**src/rtl/text_writer_if.sv**
```systemverilog
// Byte stream in and text RAM write port out of the text writer.
// The master side is the writer itself; the slave side feeds bytes and takes writes.
interface text_writer_if #(
   parameter int addr_width = 12,
   parameter int data_width = 8
);
   logic [7:0]            din;
   logic                  din_valid;
   logic                  din_ready;
   logic [addr_width-1:0] waddr;
   logic [data_width-1:0] wdata;
   logic                  write_en;

   modport master (
      input  din, din_valid,
      output din_ready, waddr, wdata, write_en
   );

   modport slave (
      output din, din_valid,
      input  din_ready, waddr, wdata, write_en
   );
endinterface

```
**src/rtl/text_writer.sv**
```systemverilog
// Turns an ASCII byte stream into text RAM writes with a tracked cursor,
// handling CR/LF/BS/FF and blanking lines or the whole screen by sequential fill.
module text_writer #(
   parameter int COLS           = 80,
   parameter int ROWS           = 30,
   parameter int addr_width     = 12,
   parameter int data_width     = 8,
   parameter bit CLEAR_ON_RESET = 1'b1
) (
   input  logic          clk,
   input  logic          rstn,
   text_writer_if.master bus,
   output logic [6:0]    cur_x,
   output logic [4:0]    cur_y,
   output logic          busy
);

   typedef enum logic [1:0] {IDLE, CLR_LINE, CLR_ALL} state_t;

   localparam state_t                RST_STATE = CLEAR_ON_RESET ? CLR_ALL : IDLE;
   localparam logic [addr_width-1:0] COLS_A    = addr_width'(COLS);
   localparam logic [addr_width-1:0] LINE_END  = addr_width'(COLS - 1);
   localparam logic [addr_width-1:0] SCR_END   = addr_width'(COLS * ROWS - 1);
   localparam logic [6:0]            LAST_X    = 7'(COLS - 1);
   localparam logic [4:0]            LAST_Y    = 5'(ROWS - 1);
   localparam logic [data_width-1:0] SPACE     = data_width'(8'h20);

   state_t                state, state_n;
   logic [6:0]            col, col_n, col_dec;
   logic [4:0]            row, row_n;
   logic [addr_width-1:0] line_base, lb_n;
   logic [addr_width-1:0] cnt, cnt_n;
   logic [addr_width-1:0] waddr_q, waddr_n;
   logic [data_width-1:0] wdata_q, wdata_n;
   logic                  we_q, we_n;
   logic                  rdy_q, rdy_n;
   logic                  busy_q, busy_n;
   logic                  adv;

   assign col_dec = col - 7'd1;

   always_ff @(posedge clk or negedge rstn) begin
      if (!rstn) begin
         state     <= RST_STATE;
         col       <= '0;
         row       <= '0;
         line_base <= '0;
         cnt       <= '0;
         waddr_q   <= '0;
         wdata_q   <= '0;
         we_q      <= 1'b0;
         rdy_q     <= 1'b0;
         busy_q    <= 1'b0;
      end else begin
         state     <= state_n;
         col       <= col_n;
         row       <= row_n;
         line_base <= lb_n;
         cnt       <= cnt_n;
         waddr_q   <= waddr_n;
         wdata_q   <= wdata_n;
         we_q      <= we_n;
         rdy_q     <= rdy_n;
         busy_q    <= busy_n;
      end
   end

   always_comb begin
      state_n = state;
      col_n   = col;
      row_n   = row;
      lb_n    = line_base;
      cnt_n   = cnt;
      waddr_n = waddr_q;
      wdata_n = wdata_q;
      we_n    = 1'b0;
      rdy_n   = 1'b0;
      busy_n  = 1'b1;
      adv     = 1'b0;
      case (state)
         IDLE: begin
            rdy_n  = 1'b1;
            busy_n = 1'b0;
            if (bus.din_valid && rdy_q) begin
               if (bus.din == 8'h0C) begin
                  state_n = CLR_ALL;
                  col_n   = '0;
                  row_n   = '0;
                  lb_n    = '0;
                  cnt_n   = '0;
               end else if (bus.din == 8'h0D) begin
                  col_n = '0;
               end else if (bus.din == 8'h0A) begin
                  col_n = '0;
                  adv   = 1'b1;
               end else if (bus.din == 8'h08) begin
                  // no wrap back to the previous line at column 0
                  if (col != 7'd0) begin
                     col_n   = col_dec;
                     we_n    = 1'b1;
                     waddr_n = line_base + addr_width'(col_dec);
                     wdata_n = SPACE;
                  end
               end else if (bus.din >= 8'h20 && bus.din != 8'h7F) begin
                  we_n    = 1'b1;
                  waddr_n = line_base + addr_width'(col);
                  wdata_n = data_width'(bus.din);
                  if (col == LAST_X) begin
                     col_n = '0;
                     adv   = 1'b1;
                  end else begin
                     col_n = col + 7'd1;
                  end
               end
               // new row is blanked right after, wrapping to the top (no scroll)
               if (adv) begin
                  state_n = CLR_LINE;
                  cnt_n   = '0;
                  if (row == LAST_Y) begin
                     row_n = '0;
                     lb_n  = '0;
                  end else begin
                     row_n = row + 5'd1;
                     lb_n  = line_base + COLS_A;
                  end
               end
               if (state_n != IDLE) begin
                  rdy_n  = 1'b0;
                  busy_n = 1'b1;
               end
            end
         end
         CLR_LINE: begin
            we_n    = 1'b1;
            waddr_n = line_base + cnt;
            wdata_n = SPACE;
            cnt_n   = cnt + 1'b1;
            if (cnt == LINE_END) state_n = IDLE;
         end
         CLR_ALL: begin
            we_n    = 1'b1;
            waddr_n = cnt;
            wdata_n = SPACE;
            cnt_n   = cnt + 1'b1;
            if (cnt == SCR_END) state_n = IDLE;
         end
         default: state_n = IDLE;
      endcase
   end

   assign bus.din_ready = rdy_q;
   assign bus.waddr     = waddr_q;
   assign bus.wdata     = wdata_q;
   assign bus.write_en  = we_q;
   assign cur_x         = col;
   assign cur_y         = row;
   assign busy          = busy_q;

endmodule

```
**src/flat_wrapper.sv**
```systemverilog
// flat-port wrapper written by rule: the top's interface ports become plain ports
module text_writer_flat 
#(
   parameter int COLS           = 80,
   parameter int ROWS           = 30,
   parameter int addr_width     = 12,
   parameter int data_width     = 8,
   parameter bit CLEAR_ON_RESET = 1'b1
)
  (clk, rstn, cur_x, cur_y, busy, bus_din, bus_din_valid, bus_din_ready, bus_waddr, bus_wdata, bus_write_en);
  text_writer_if #(.addr_width(addr_width), .data_width(data_width)) bus_i ();
  input  logic clk;
  input  logic rstn;
  output logic [6:0] cur_x;
  output logic [4:0] cur_y;
  output logic busy;
  input wire logic [$bits(bus_i.din)-1:0] bus_din;
  input wire logic [$bits(bus_i.din_valid)-1:0] bus_din_valid;
  output wire logic [$bits(bus_i.din_ready)-1:0] bus_din_ready;
  output wire logic [$bits(bus_i.waddr)-1:0] bus_waddr;
  output wire logic [$bits(bus_i.wdata)-1:0] bus_wdata;
  output wire logic [$bits(bus_i.write_en)-1:0] bus_write_en;
  assign bus_i.din = bus_din;
  assign bus_i.din_valid = bus_din_valid;
  assign bus_din_ready = bus_i.din_ready;
  assign bus_waddr = bus_i.waddr;
  assign bus_wdata = bus_i.wdata;
  assign bus_write_en = bus_i.write_en;
  text_writer #(.COLS(COLS), .ROWS(ROWS), .addr_width(addr_width), .data_width(data_width), .CLEAR_ON_RESET(CLEAR_ON_RESET)) u_core (.clk(clk), .rstn(rstn), .bus(bus_i), .cur_x(cur_x), .cur_y(cur_y), .busy(busy));
endmodule
```
**config.mk**
```make
export PLATFORM = sky130hd
export DESIGN_NAME = text_writer_flat
export DESIGN_NICKNAME = d
export VERILOG_FILES = /design/src/rtl/text_writer_if.sv /design/src/rtl/text_writer.sv /design/src/flat_wrapper.sv
export SDC_FILE = /design/constraint.sdc
export NUM_CORES = 1
export LEC_CHECK = 0
export ABC_AREA = 1
export BUFFER_PORTS_ARGS = -buffer_cell sky130_fd_sc_hd__clkbuf_2
export CORE_UTILIZATION = 60
export CTS_CLUSTER_DIAMETER = 50
export DETAILED_ROUTE_END_ITERATION = 16
export PLACE_DENSITY = 0.82
export SLEW_MARGIN = 10
export SYNTH_ARGS = -nofsm -noshare
export SYNTH_HDL_FRONTEND = slang
export SYNTH_SLANG_ARGS = --single-unit
export TNS_END_PERCENT = 100
```
**constraint.sdc**
```tcl
create_clock -name clk -period 8.1 [get_ports clk]
set_clock_uncertainty 0.1 [all_clocks]
set_input_delay 1.62 -clock clk [delete_from_list [all_inputs] [get_ports clk]]
set_output_delay 1.62 -clock clk [all_outputs]
set_load 0.03 [all_outputs]
```
==> metrics.cfg <==
[place]
dp_hpwl_microns=6510
place_area_sq_mm=0.00405
gpl.final_weighted_congestion=0.968
post-place-cells=610
io_buffers=45

[routing]
wl_per_cell_microns=14.5
ant_nets=0
drt_wl_total_microns=9070
drc=0
firstDrtPassIters=5
vias_per_cell=5.69
vias=3561
drt-initial-drc-count=250

[power_and_ir_drop]
ir_drop_mv=0.184
power.density_mw_per_mm2=282
finalPower_uw=1200
p_leak_uw=0.00209

[critical_path]
arrival_ns=4.42
required_ns=8.22
cp-start-kind=primary input
worst_setup_path_end_kind=register
crit_start=bus_din[4]
critPathMaxFanout=14
r2r-start=u_core.state[1]
path_class=in2reg

[global_routing]
grt_remaining_overflow=0
antenna_found_initial=0
grt_pass1_vias=3276
grt_pass1_wl_microns=15100
track_usage_pct=30.3
grt_start_max_net_pins=58

[sta]
min_period_ns=4.30
clock.fmax_mhz=233
period_share_pct=53.1
hold_violations=0
drv_slew=0
setup_viol=0
maxSlewHeadroom_pct=31.6
tightest_slew_ns=1.02
finalSetupTns_ns=0
rsz0062_at_grt=no

[finish]
nFillCells=495
synthToLayoutAreaGrowth_pct=11.9
fin_util_pct=70.5
final_nets=576
antenna_cells=0
design_area_sq_mm=0.00425
drive_gt1_share_pct=14.3
finalNonFillerCells=626

[logic_synthesis]
ys_seq_area_share_pct=37.6
synth_area_sq_mm=0.00379
synth_cell_types=42
yosysTopAreaCell=dfrtp_1
synth_nets=534
synthTopCellsByArea=dfrtp_1, nand2_1, ha_1, nor2_1, inv_1
avgSynthCellArea_sq_um=7.53
synth_seq_cells=57
yosysWarnings=0
yosysTopAreaCellShare_pct=36.9
syn_inst=504

[clocking]
h-tree-depth=3
ctsHoldBuffers=0
cts_buffers=9
clock-sinks=57
post_cts_resized=0
cts_buffer_depth=2
clockRootBuffer=clkbuf_8
postCtsSetupRepairBufs=0
clk_pin_slew_ns=0.06
cts_tree=built
clkLatencyLatePin_ns=0.34

[floorplanning]
dieWidth_microns=81.5
row_count=28
start_util_pct=63.0
io_pins=46
die_y_microns=81.5
die_area_sq_mm=0.00665
core_sq_mm=0.00603

[worst_hold_path]
hold_start=u_core.bus.waddr[11]
hold_class=reg2reg

[run_status]
status=completed

[flow_run]
cap_violations=0

==> metrics by stage <==
step / hold slack (ns) / worst slack (ns)
after detailed placement: 0.365 / 3.51
after global placement: 0.362 / 3.65
after CTS: 0.381 / 3.86
after global routing: 0.389 / 3.56
final: 0.382 / 3.80
after floorplan: 0.405 / 3.97
==> cell usage in the layout (no fill, tap or decap), drive strengths merged, types with 5 or more instances in the layout <==
cell type,synthesis,layout
dfrtp,56,56
nand3,27,27
o211ai,5,5
xnor2,8,8
nand2,106,106
o22ai,8,8
inv,59,59
nand4,9,9
clkbuf,8,59
o21ai,29,29
nor2,70,70
o31ai,13,13
nor3,12,12
ha,19,19
xor2,13,13
a21oi,32,32
==> worst max-delay path: stages <==
cell	delay, ns
clkbuf_2	0.10
nor2_1	0.11
nand2_1	0.17
nor2_2	0.46
o211ai_1	0.19
o211ai_1	0.11
o21ai_0	0.13
ha_1	0.34
a21oi_1	0.27
inv_1	0.09
a21oi_1	0.22
nor2_1	0.07
nor2_1	0.12
xor2_1	0.16
a21oi_1	0.07
o21ai_0	0.13
nand2_1	0.07
==> layer usage <==
layer	GRT usage, %	up-vias	routed length [microns]
li1	-	1753	-
met1	40.9	1656	4050
met2	48.3	132	4190
met3	6.56	20	663
met4	10.0	0	161
met5	0	-	0
==> worst paths after layout <==
| path | slack [ns] | end | cells past startpoint |
|---|---|---|---|
| max | 3.80 | u_core.bus.waddr[9] | 17 |
| min | 0.38 | u_core.bus.waddr[11] | 2 |
| max reg2reg | 4.78 | u_core.bus.waddr[9] | 15 |
| min reg2reg | 0.38 | u_core.bus.waddr[11] | 2 |
| max in group asynchronous | 6.08 | u_core.bus.waddr[8] | 2 |
| min in group asynchronous | 1.31 | u_core.bus.wdata[5] | 2 |
==> report_power, final <==
part           internal, uW  switching (uW)
Clock                   159             115
Combinational           146             359
Sequential              357            63.6
==> cell families after synthesis <==
family	Yosys count	share of synthesized area [%]
other	1	0.0988
and+or+nand+nor	232	28.0
AOI/OAI and AO/OA	96	15.0
DFF	57	37.6
buffers and inverters	78	8.18
adders and majority gates	19	6.26
xor gates and xnor gates	21	4.85
==> sequential cells by signal, summed over array words and instances, names as in the netlist <==
name,count
u_core.bus.write_en,1
u_core.bus.wdata,8
u_core.cnt,12
u_core.bus.din_ready,1
u_core.bus.waddr,12
u_core.state,2
u_core.line_base,8
u_core.cur_x,7
u_core.cur_y,5
u_core.busy,1
==> final cells by class <==
| type | count | area [sq um] | share of cell area [%] |
|---|---|---|---|
| flip-flops and latches | 57 | 1430 | 33.6 |
| clock buffers | 14 | 163 | 3.83 |
| multi-input cells | 369 | 2060 | 48.4 |
| repair buffers | 46 | 233 | 5.48 |
| inverters | 63 | 236 | 5.57 |
| well taps | 75 | 93.8 | 2.21 |
| clock inverters | 2 | 37.5 | 0.884 |
==> cells in the mapped netlist (all sizes together) <==
library cell  number
o211ai             5
buf                7
o32ai              1
or2                1
nand2            106
o21a               2
nor4               4
nor3              12
a211oi             1
o31ai             13
clkinv             4
nand4              9
o21bai             2
nand2b             1
nand3b             2
a31oi              3
conb               1
o21ai             29
a21oi             32
ha                19
dfstp              1
clkbuf             8
nor2              70
dfrtp             56
nand3             27
o22ai              8
xnor2              8
xor2              13
inv               59
Note: power is estimated with default switching activity, not from simulation.
